## src/rtl/lights_out_pkg.sv

```systemverilog
// Shared types and constants for the lights-out puzzle: FSM states, 7-seg glyphs,
// LFSR taps and the neighbour toggle mask.
package lights_out_pkg;

  typedef enum logic [1:0] {IDLE, PLAY, WON, LOST} state_t;

  // Galois form of x^16+x^14+x^13+x^11 for a right-shifting register
  localparam logic [15:0] LFSR_TAPS = 16'hB400;

  // Active-low segments {g,f,e,d,c,b,a} for digits 0..9
  localparam logic [6:0] SEG7_DIGIT [10] = '{
    7'b1000000, 7'b1111001, 7'b0100100, 7'b0110000, 7'b0011001,
    7'b0010010, 7'b0000010, 7'b1111000, 7'b0000000, 7'b0010000
  };

  function automatic logic [15:0] toggle_mask(input logic [3:0] k, input logic [4:0] n);
    logic [15:0] m;
    m = '0;
    m[k] = 1'b1;
    if (k != 4'd0) m[k - 4'd1] = 1'b1;
    if (({1'b0, k} + 5'd1) < n) m[k + 4'd1] = 1'b1;
    return m;
  endfunction

endpackage

```

## src/rtl/lights_out_game_if.sv

```systemverilog
// Player-side bundle of the lights-out game: switch/start inputs and display outputs.
interface lights_out_game_if #(parameter int N_LIGHTS = 8);
  logic                start;
  logic [N_LIGHTS-1:0] switch;
  logic [N_LIGHTS-1:0] light;
  logic                finish;
  logic [6:0]          tries;
  logic [6:0]          out10;
  logic [6:0]          out1;
  logic                timeout;
  logic [7:0]          time_left;

  modport master (output start, switch,
                  input  light, finish, tries, out10, out1, timeout, time_left);
  modport slave  (input  start, switch,
                  output light, finish, tries, out10, out1, timeout, time_left);
endinterface

```

## src/rtl/lights_out_game_seg7_decimal.sv

```systemverilog
// Splits a 0..99 count into tens and ones and maps each to an active-low 7-seg glyph.
module seg7_decimal
  import lights_out_pkg::*;
(
  input  logic [6:0] tries,
  output logic [6:0] out10,
  output logic [6:0] out1
);
  logic [3:0] tens;
  logic [3:0] ones;

  always_comb begin
    tens  = 4'(tries / 7'd10);
    ones  = 4'(tries % 7'd10);
    out10 = SEG7_DIGIT[tens];
    out1  = SEG7_DIGIT[ones];
  end
endmodule

```

## src/rtl/lights_out_game.sv

```systemverilog
// Lights-out puzzle: FSM, start-pattern LFSR, switch edge detect and press counter.
// Define LIGHTS_COUNTDOWN_EN to add the per-game countdown and the LOST outcome.
module lights_out_game
  import lights_out_pkg::*;
#(
  parameter int          N_LIGHTS      = 8,
  parameter logic [15:0] LFSR_SEED     = 16'hACE1,
  parameter int          TICKS_PER_SEC = 50000000,
  parameter int          COUNTDOWN_SEC = 10
) (
  input logic               clk,
  input logic               reset,
  lights_out_game_if.slave  bus
);
  state_t              state, state_next;
  logic [15:0]         lfsr, lfsr_next;
  logic [N_LIGHTS-1:0] switch_q, press_edge;
  logic [N_LIGHTS-1:0] light, light_next;
  logic [6:0]          tries, tries_next;
  logic [6:0]          out10_next, out1_next, out10_r, out1_r;
  logic                finish_r;
  logic [3:0]          start_k, press_j;

  assign press_edge = bus.switch & ~switch_q;
  assign start_k    = 4'(lfsr % 16'(N_LIGHTS));

  // Digits are decoded from the next count so they change on the same edge as tries
  seg7_decimal u_seg7 (.tries(tries_next), .out10(out10_next), .out1(out1_next));

`ifdef LIGHTS_COUNTDOWN_EN
  localparam int TICK_W = (TICKS_PER_SEC > 1) ? $clog2(TICKS_PER_SEC) : 1;
  logic [TICK_W-1:0] tick, tick_next;
  logic [7:0]        time_left, time_next;
  logic              timeout_r;
`endif

  always_comb begin
    lfsr_next  = lfsr[0] ? ((lfsr >> 1) ^ LFSR_TAPS) : (lfsr >> 1);
    state_next = state;
    light_next = light;
    tries_next = tries;
    press_j    = '0;
    for (int i = N_LIGHTS - 1; i >= 0; i--) begin
      if (press_edge[i]) press_j = 4'(i);
    end
`ifdef LIGHTS_COUNTDOWN_EN
    tick_next = tick;
    time_next = time_left;
`endif
    if (bus.start) begin
      state_next = PLAY;
      light_next = N_LIGHTS'(toggle_mask(start_k, 5'(N_LIGHTS)));
      tries_next = '0;
`ifdef LIGHTS_COUNTDOWN_EN
      tick_next = '0;
      time_next = 8'(COUNTDOWN_SEC);
`endif
    end else if (state == PLAY) begin
      if (press_edge != '0) begin
        light_next = light ^ N_LIGHTS'(toggle_mask(press_j, 5'(N_LIGHTS)));
        tries_next = (tries >= 7'd99) ? 7'd99 : tries + 7'd1;
      end
`ifdef LIGHTS_COUNTDOWN_EN
      if (tick == TICK_W'(TICKS_PER_SEC - 1)) begin
        tick_next = '0;
        if (time_left != 8'd0) time_next = time_left - 8'd1;
        if (time_left == 8'd1) state_next = LOST;
      end else begin
        tick_next = tick + 1'b1;
      end
`endif
      // A winning press outranks a countdown expiring on the same edge
      if (light_next == '0) state_next = WON;
    end
  end

  always_ff @(posedge clk) begin
    switch_q <= bus.switch;
    if (reset) begin
      state    <= IDLE;
      lfsr     <= LFSR_SEED;
      light    <= '0;
      tries    <= '0;
      finish_r <= 1'b0;
      out10_r  <= SEG7_DIGIT[0];
      out1_r   <= SEG7_DIGIT[0];
`ifdef LIGHTS_COUNTDOWN_EN
      tick      <= '0;
      time_left <= '0;
      timeout_r <= 1'b0;
`endif
    end else begin
      state    <= state_next;
      lfsr     <= lfsr_next;
      light    <= light_next;
      tries    <= tries_next;
      finish_r <= (state_next == WON);
      out10_r  <= out10_next;
      out1_r   <= out1_next;
`ifdef LIGHTS_COUNTDOWN_EN
      tick      <= tick_next;
      time_left <= time_next;
      timeout_r <= (state_next == LOST);
`endif
    end
  end

  assign bus.light  = light;
  assign bus.tries  = tries;
  assign bus.finish = finish_r;
  assign bus.out10  = out10_r;
  assign bus.out1   = out1_r;
`ifdef LIGHTS_COUNTDOWN_EN
  assign bus.timeout   = timeout_r;
  assign bus.time_left = time_left;
`else
  assign bus.timeout   = 1'b0;
  assign bus.time_left = 8'd0;
`endif
endmodule

```

## src/flat_wrapper.sv

```systemverilog
// flat-port wrapper written by rule: the top's interface ports become plain ports
module lights_out_game_flat import lights_out_pkg::*;
#(
  parameter int          N_LIGHTS      = 8,
  parameter logic [15:0] LFSR_SEED     = 16'hACE1,
  parameter int          TICKS_PER_SEC = 50000000,
  parameter int          COUNTDOWN_SEC = 10
)
  (clk, reset, bus_start, bus_switch, bus_light, bus_finish, bus_tries, bus_out10, bus_out1, bus_timeout, bus_time_left);
  lights_out_game_if #(.N_LIGHTS(N_LIGHTS)) bus_i ();
  input logic clk;
  input logic reset;
  input wire logic [$bits(bus_i.start)-1:0] bus_start;
  input wire logic [$bits(bus_i.switch)-1:0] bus_switch;
  output wire logic [$bits(bus_i.light)-1:0] bus_light;
  output wire logic [$bits(bus_i.finish)-1:0] bus_finish;
  output wire logic [$bits(bus_i.tries)-1:0] bus_tries;
  output wire logic [$bits(bus_i.out10)-1:0] bus_out10;
  output wire logic [$bits(bus_i.out1)-1:0] bus_out1;
  output wire logic [$bits(bus_i.timeout)-1:0] bus_timeout;
  output wire logic [$bits(bus_i.time_left)-1:0] bus_time_left;
  assign bus_i.start = bus_start;
  assign bus_i.switch = bus_switch;
  assign bus_light = bus_i.light;
  assign bus_finish = bus_i.finish;
  assign bus_tries = bus_i.tries;
  assign bus_out10 = bus_i.out10;
  assign bus_out1 = bus_i.out1;
  assign bus_timeout = bus_i.timeout;
  assign bus_time_left = bus_i.time_left;
  lights_out_game #(.N_LIGHTS(N_LIGHTS), .LFSR_SEED(LFSR_SEED), .TICKS_PER_SEC(TICKS_PER_SEC), .COUNTDOWN_SEC(COUNTDOWN_SEC)) u_core (.clk(clk), .reset(reset), .bus(bus_i));
endmodule
```

## config.mk

```make
export PLATFORM = sky130hd
export DESIGN_NAME = lights_out_game_flat
export DESIGN_NICKNAME = d
export VERILOG_FILES = /design/src/rtl/lights_out_pkg.sv /design/src/rtl/lights_out_game_if.sv /design/src/rtl/lights_out_game_seg7_decimal.sv /design/src/rtl/lights_out_game.sv /design/src/flat_wrapper.sv
export SDC_FILE = /design/constraint.sdc
export NUM_CORES = 1
export LEC_CHECK = 0
export BUFFER_PORTS_ARGS = -buffer_cell sky130_fd_sc_hd__buf_2
export CAP_MARGIN = 25
export CELL_PAD_IN_SITES_DETAIL_PLACEMENT = 2
export CELL_PAD_IN_SITES_GLOBAL_PLACEMENT = 2
export CORE_UTILIZATION = 37
export CTS_CLUSTER_DIAMETER = 50
export DETAILED_ROUTE_END_ITERATION = 8
export GPL_TIMING_DRIVEN = 0
export PLACE_DENSITY = 0.87
export REMOVE_ABC_BUFFERS = 1
export SLEW_MARGIN = 10
export SYNTH_ARGS = -nofsm -noshare
export SYNTH_HDL_FRONTEND = slang
export SYNTH_SLANG_ARGS = --single-unit
export TNS_END_PERCENT = 10
```

## constraint.sdc

```tcl
create_clock -name clk -period 12.8 [get_ports clk]
set_input_delay 2.56 -clock clk [delete_from_list [all_inputs] [get_ports clk]]
set_output_delay 2.56 -clock clk [all_outputs]
set_load 0.02 [all_outputs]
```

Word level (Yosys, flattened, before mapping)
Memory sizes are Yosys's and may differ from the RTL's. A register that Yosys moved wholly into a read port is not among the register bits. Index checks and enable logic that the tools add are counted.

Output and inout bits: 39. Bits of input ports: 11. Logic and storage cells: 99. Memories: 2. Bits in registers: 42. Bits in read-only memories: 224.

Eq/ne operators: 2. Div/mod/pow operators: 2. Bitwise operators: 10. Reduce and logical (&&, ||, !) cells: 11. Add/subtract/negate cells: 7. Mux-type cells: 44. $lt $le $gt $ge: 15.

Memory list: (name not given) (words 16, width 7, read ports 1, clocked after Yosys merged registers in 1, write ports 0, RTL line lights_out_game_seg7_decimal.sv:16) `out1 = SEG7_DIGIT[ones];`; (name not given) (words 16, width 7, read ports 1, clocked after Yosys merged registers in 1, write ports 0, RTL line lights_out_game_seg7_decimal.sv:15) `out10 = SEG7_DIGIT[tens];`.

Operator list (count): 2-to-1 mux 8 bit (16); OR 8 bit (4); 2-to-1 mux 4 bit (7); 2-to-1 mux 7 bit (4); less-than comparator 4 x 5 -> 1 bit (second input constant) (5); demux 1 bit (select 4 bit) (5); greater-or-equal comparator 4 x 1 -> 1 bit (second input constant) (5); 2-to-1 mux 16 bit (1); less-than comparator 5 x 4 -> 1 bit (second input constant) (2); NOT 4 -> 5 bit (2); adder 3 x 1 -> 4 bit (second input constant) (2); bitwise AND 8 bit (1); zero test 8 bit (1); NOT 8 bit (1); nonzero test 4 bit (2); nonzero test 8 bit (1); bitwise XOR 8 bit (1); adder 7 x 1 -> 7 bit (second input constant) (1); divider 7 x 4 -> 7 bit (second input constant) (1); greater-or-equal comparator 7 bit (second input constant) (1); modulo 7 x 4 -> 7 bit (second input constant) (1); logical AND 1 bit (6); 2-to-1 mux 1 bit (6); 2-to-1 mux 2 bit (3); other kinds (12) (12).

Longest topological paths before layout
Word-level depth: 34. Depth in mapped cells: 18. Gate-level depth less buffers: 17.

Hierarchy
Synthesis repeated with hierarchy kept, for this count alone.

Cell total of the unflattened synthesis: 424. Area total of the unflattened synthesis: 3634.7 um^2.

Modules (own cells, without submodules): lights_out_game (seq. area each 1121.1 um^2, instances 1, cells each 300, area each 2733.9 um^2); seg7_decimal (seq. area each 0.0 um^2, instances 1, cells each 124, area each 900.9 um^2).

Worst setup path before layout
Ideal clock, no wire load.

Kind: in2reg. From: in bus_switch[5]. To: reg u_core.out1_r[4] (netlist: u_core.bus.out1[4]). Data arrival time: 5.729 ns. Required time: 12.677 ns. Buffers on the path: 0. Stages: 16. Setup slack: 6.948 ns. Setup time: 0.123 ns. Cell sequence: nor2b_1 > or4_4 > o21ai_4 > mux2i_2 > nor2_4 > a22oi_1 > a31oi_4 > inv_2 > ha_1 > inv_1 > a2111o_1 > and4b_4 > inv_1 > ha_1 > nor2_1 > mux2_1.

Word-level cells in the longest chain between the ends: 7.

Ends and longest elaborated chain: from (decl) (RTL line flat_wrapper.sv:14) `input wire logic [$bits(bus_i.switch)-1:0] bus_switch;`; bitwise AND 8 bit (RTL line lights_out_game.sv:24) `assign press_edge = bus.switch & ~switch_q;`; nonzero test 8 bit (RTL line lights_out_game.sv:59) `if (press_edge != '0) begin`; 2-to-1 mux 7 bit (RTL line lights_out_game.sv:59); 2-to-1 mux 7 bit (RTL line lights_out_game.sv:58) `end else if (state == PLAY) begin`; 2-to-1 mux 7 bit (RTL line lights_out_game.sv:50) `if (bus.start) begin`; modulo 7 x 4 -> 7 bit (RTL line lights_out_game_seg7_decimal.sv:14) `ones = 4'(tries % 7'd10);`; NOT 4 -> 5 bit (implied by the code) (RTL line lights_out_game_seg7_decimal.sv:16); to (decl) (RTL line lights_out_game.sv:20) `logic [6:0] out10_next, out1_next, out10_r, out1_r;`.

Every way passes these cells. A chain may end at the register's enable or synchronous reset.

Worst setup path in the final report
From: in bus_switch[6]. To: reg u_core.out1_r[4] (netlist: u_core.bus.out1[4]).

Same word-level chain as after synthesis.

==> summary.md <==
| Metric | Value |
|---|---|
| Area of the core | 8340 sq um |
| Hold bufs inserted after CTS | 0 |
| Run status | complete, no violations |
| Data required, critical path | 13.01 ns |
| Overall power consumption | 0.370 mW |
| Number of detailed-route iterations in the first pass | 4 |
| Detailed-route vias per instance | 5.62 |
| Number of standard cells after synthesis | 371 |
| Area of placed instances | 3450 sq um |
| Fin Clk Skew | 0.00676 ns |
| Net count of the finished layout | 423 |
| Wire length of the first global-routing pass | 14.9 mm |
| Synth async-reset ratio | 0% |
| Final count of pins violating max slew | 0 |
| Post-route DRC violation count | 0 |
| Cell area power density | 103 nW/um^2 |
| Vias in the first global route | 2944 |
| Finished Core Util | 42.8% |
| Setup-failing EPs final | 0 |
| Sw frac | 28.9% |
| Routability-driven placement congestion ratio | 0.836 |
| Total standard cell area after synthesis | 3230 sq um |
| Number of flops mapped to enable cells by yosys | 0 |
| Worst setup slack after placement | 6.25 ns |
| Clock share of power | 32.8% |
| Via count | 2847 |
| Number of DRC violations after detailed-routing iteration 0 | 92 |
| Clock Path Buffers | 2 |
| Reported leakage power | 1.46 nW |
| Initial antenna violation count | 0 |
| Flop and latch count out of synthesis | 56 |
| Cell total after placement | 498 |
| Die height | 95.5 um |
| Drt wl/cell | 18.0 um |
| Most instantiated flip-flop cell in the synthesis netlist | sky130_fd_sc_hd__dfxtp_1 |
| Worst relative slew slack | 46.0% |
| Mean instance size in the synthesized netlist | 8.71 sq um |
| H-Tree Depth | 2 |
| Number of non-filler instances in the completed layout | 507 |
| Resize count post-CTS | 0 |
| Worst setup startpoint | bus_switch[6] |
| Most common library cell in the layout ignoring fill and taps | sky130_fd_sc_hd__dfxtp_1 |
| Antenna Violating Nets Remaining | 0 |
| Post-route design area | 3570 sq um |
| VDD IR max | 0.0483 mV |
| Global router's overall resource usage | 21.2% |
| Hold_sp | u_core.lfsr[8] |
| Number of distinct library cells after synthesis | 75 |
| IO buf count | 40 |
| Number of clock buffers inserted by TritonCTS | 5 |
| Starting utilization of the core area | 38.8% |
| Highest achievable clock rate | 162 MHz |
| Final Critical Period | 6.19 ns |
| Remaining global-route overflow | 0 |
| Yosys warning total | 0 |
| Cell type with the largest total area after synthesis | sky130_fd_sc_hd__dfxtp_1 |
| X dimension of the die | 95.5 um |
| Worst setup margin | 6.61 ns |
| Min-delay worst type | reg2reg |
| Total Negative Setup Slacks | 0 ns |
| Clock-pin slew on the worst setup and hold paths | 0.10 ns |
| Data arrival time at the worst-slack endpoint | 6.40 ns |
| Critical Path Source Type | input port |
| Crit Path Category | in2reg |
| DIE AREA | 9120 sq um |
| Setup repair bufs after CTS | 0 |
| Fraction of post-synthesis cell area in the top cell type by area | 34.7% |
| Sequential share of power | 50.9% |
| Leading cell types by total area after synthesis | sky130_fd_sc_hd__dfxtp_1 (35%), sky130_fd_sc_hd__nor2_1 (4.9%), sky130_fd_sc_hd__ha_1 (4.3%) |
| Sequential-to-total area share from yosys stat | 34.7% |
| Half-perimeter wire length after placement | 6.69 mm |
| TritonCTS clock tree | built |
| Worst reg2reg startpoint | u_core.bus.tries[0] |
| Root buffer cell | sky130_fd_sc_hd__clkbuf_8 |
| Number of core rows | 33 |
| Relative contribution of combinational cells to total power | 16.3% |
| Internal power of the cells | 0.263 mW |
| Clk Latency, worst-skew pair | 0.32 ns |
| Post-Route WL | 9.11 mm |
| Worst-path fanout max | 15 |
| Endpoints failing hold | 0 |
| Sw power | 0.107 mW |
| Capturing element type of the critical path | flip-flop |
| Pin count of the biggest net entering global routing | 37 |
| Layout cell share with drive strength beyond 1 | 20.9% |
| Final cycle utilization of the critical path | 48.3% |
| Sinks on Clock Net | 56 |
| Leading cell types in the layout, fill and taps excluded | sky130_fd_sc_hd__dfxtp_1 (56), sky130_fd_sc_hd__nor2_1 (42), sky130_fd_sc_hd__buf_2 (40) |
| Count of maximum capacitance violations | 0 |
| Antenna Cells | 0 |
| RSZ-0062 raised after global routing | false |
| Worst hold slack | 0.424 ns |
| Transition at the pin with the smallest max-transition slack | 0.800 ns |
| Ports | 50 |
| Layout overhead on the synthesized area | 10.5% |
[metal layers]
layer  vias to the layer above  part of all wire (%)  track usage (%)  wire [um]
li1                       1370                     -                -          -
met1                      1392                    44             25.9       3990
met2                        67                    50             37.8       4590
met3                        18                   3.6             3.43        327
met4                         0                   2.1             6.59        195
met5                         -                     0                0          0
[sequential cells by signal, summed over array words and instances, names as in the netlist]
name               flops
u_core.bus.out1        7
u_core.bus.out10       7
u_core.switch_q        8
u_core.lfsr           16
u_core.bus.tries       7
u_core.bus.finish      1
u_core.bus.light       8
u_core.state           2
[cell families (layout without fill, tap and decap cells)]
| family | count (synthesis) | in the layout | synth area share (%) |
|---|---|---|---|
| flip-flops | 56 | 56 | 34.7 |
| multiplexers | 7 | 7 | 2.36 |
| other | 1 | 9 | 0.116 |
| adder cells (fa/ha/maj) | 11 | 11 | 4.26 |
| buffers and inverters | 34 | 57 | 5.42 |
| XOR/XNOR | 15 | 15 | 4.30 |
| AO/OA/AOI/OAI | 95 | 95 | 22.3 |
| AND/OR/NAND/NOR | 152 | 152 | 26.6 |
[area by class of cell]
| class | count | area [sq um] |
|---|---|---|
| Fill cell | 972 | 4770 |
| Multi-Input combinational cell | 289 | 1970 |
| Sequential cell | 56 | 1120 |
| Timing Repair Buffer | 41 | 208 |
| Tap cell | 105 | 131 |
| Clock buffer | 5 | 68.8 |
| Clock inverter | 3 | 46.3 |
| Inverter | 8 | 30.0 |
[synth_stat cells (3+ instances only)]
library cell,number
sky130_fd_sc_hd__or2_2,7
sky130_fd_sc_hd__buf_4,10
sky130_fd_sc_hd__xnor2_1,10
sky130_fd_sc_hd__nor2b_1,16
sky130_fd_sc_hd__nor3_1,10
sky130_fd_sc_hd__or3_1,3
sky130_fd_sc_hd__mux2i_1,4
sky130_fd_sc_hd__nand2_1,24
sky130_fd_sc_hd__a31oi_1,9
sky130_fd_sc_hd__inv_1,6
sky130_fd_sc_hd__o211ai_1,4
sky130_fd_sc_hd__o21ai_0,17
sky130_fd_sc_hd__clkbuf_1,13
sky130_fd_sc_hd__and3_1,6
sky130_fd_sc_hd__dfxtp_1,56
sky130_fd_sc_hd__nand2b_1,14
sky130_fd_sc_hd__a21oi_1,18
sky130_fd_sc_hd__xor2_1,4
sky130_fd_sc_hd__a211o_1,3
sky130_fd_sc_hd__ha_1,11
sky130_fd_sc_hd__a211oi_1,7
sky130_fd_sc_hd__nand3_1,12
sky130_fd_sc_hd__nor2_1,42
sky130_fd_sc_hd__a41o_1,3
[power groups by stage]
stage / Combinational, mW / Sequential [mW] / Clock (mW)
global placement: 0.0573 / 0.191 / 0
finish: 0.0602 / 0.188 / 0.121
global route: 0.0667 / 0.189 / 0.133
CTS: 0.0608 / 0.188 / 0.124
detailed placement: 0.0600 / 0.192 / 0
floorplan: 0.0385 / 0.194 / 0
[critical path, stage by stage]
cell	delay [ns]
sky130_fd_sc_hd__buf_2	0.09
sky130_fd_sc_hd__nor2b_1	0.36
sky130_fd_sc_hd__or4_4	0.26
sky130_fd_sc_hd__o221ai_1	0.15
sky130_fd_sc_hd__a22oi_2	0.71
sky130_fd_sc_hd__nor3_2	0.10
sky130_fd_sc_hd__a22oi_1	0.33
sky130_fd_sc_hd__a31oi_4	0.17
sky130_fd_sc_hd__inv_2	0.12
sky130_fd_sc_hd__ha_1	0.28
sky130_fd_sc_hd__inv_1	0.08
sky130_fd_sc_hd__a2111o_1	0.34
sky130_fd_sc_hd__and4b_4	0.24
sky130_fd_sc_hd__inv_1	0.09
sky130_fd_sc_hd__ha_1	0.15
sky130_fd_sc_hd__nor2_1	0.04
sky130_fd_sc_hd__mux2_1	0.31
[path summary, 6_finish.rpt]
path | end | slack [ns] | depth (start not counted)
max | u_core.bus.out1[4] | 6.61 | 17
min | u_core.lfsr[7] | 0.42 | 1
max reg2reg | u_core.bus.out1[4] | 8.30 | 17
min reg2reg | u_core.lfsr[7] | 0.42 | 1
Note: power is estimated with default switching activity, not from simulation.
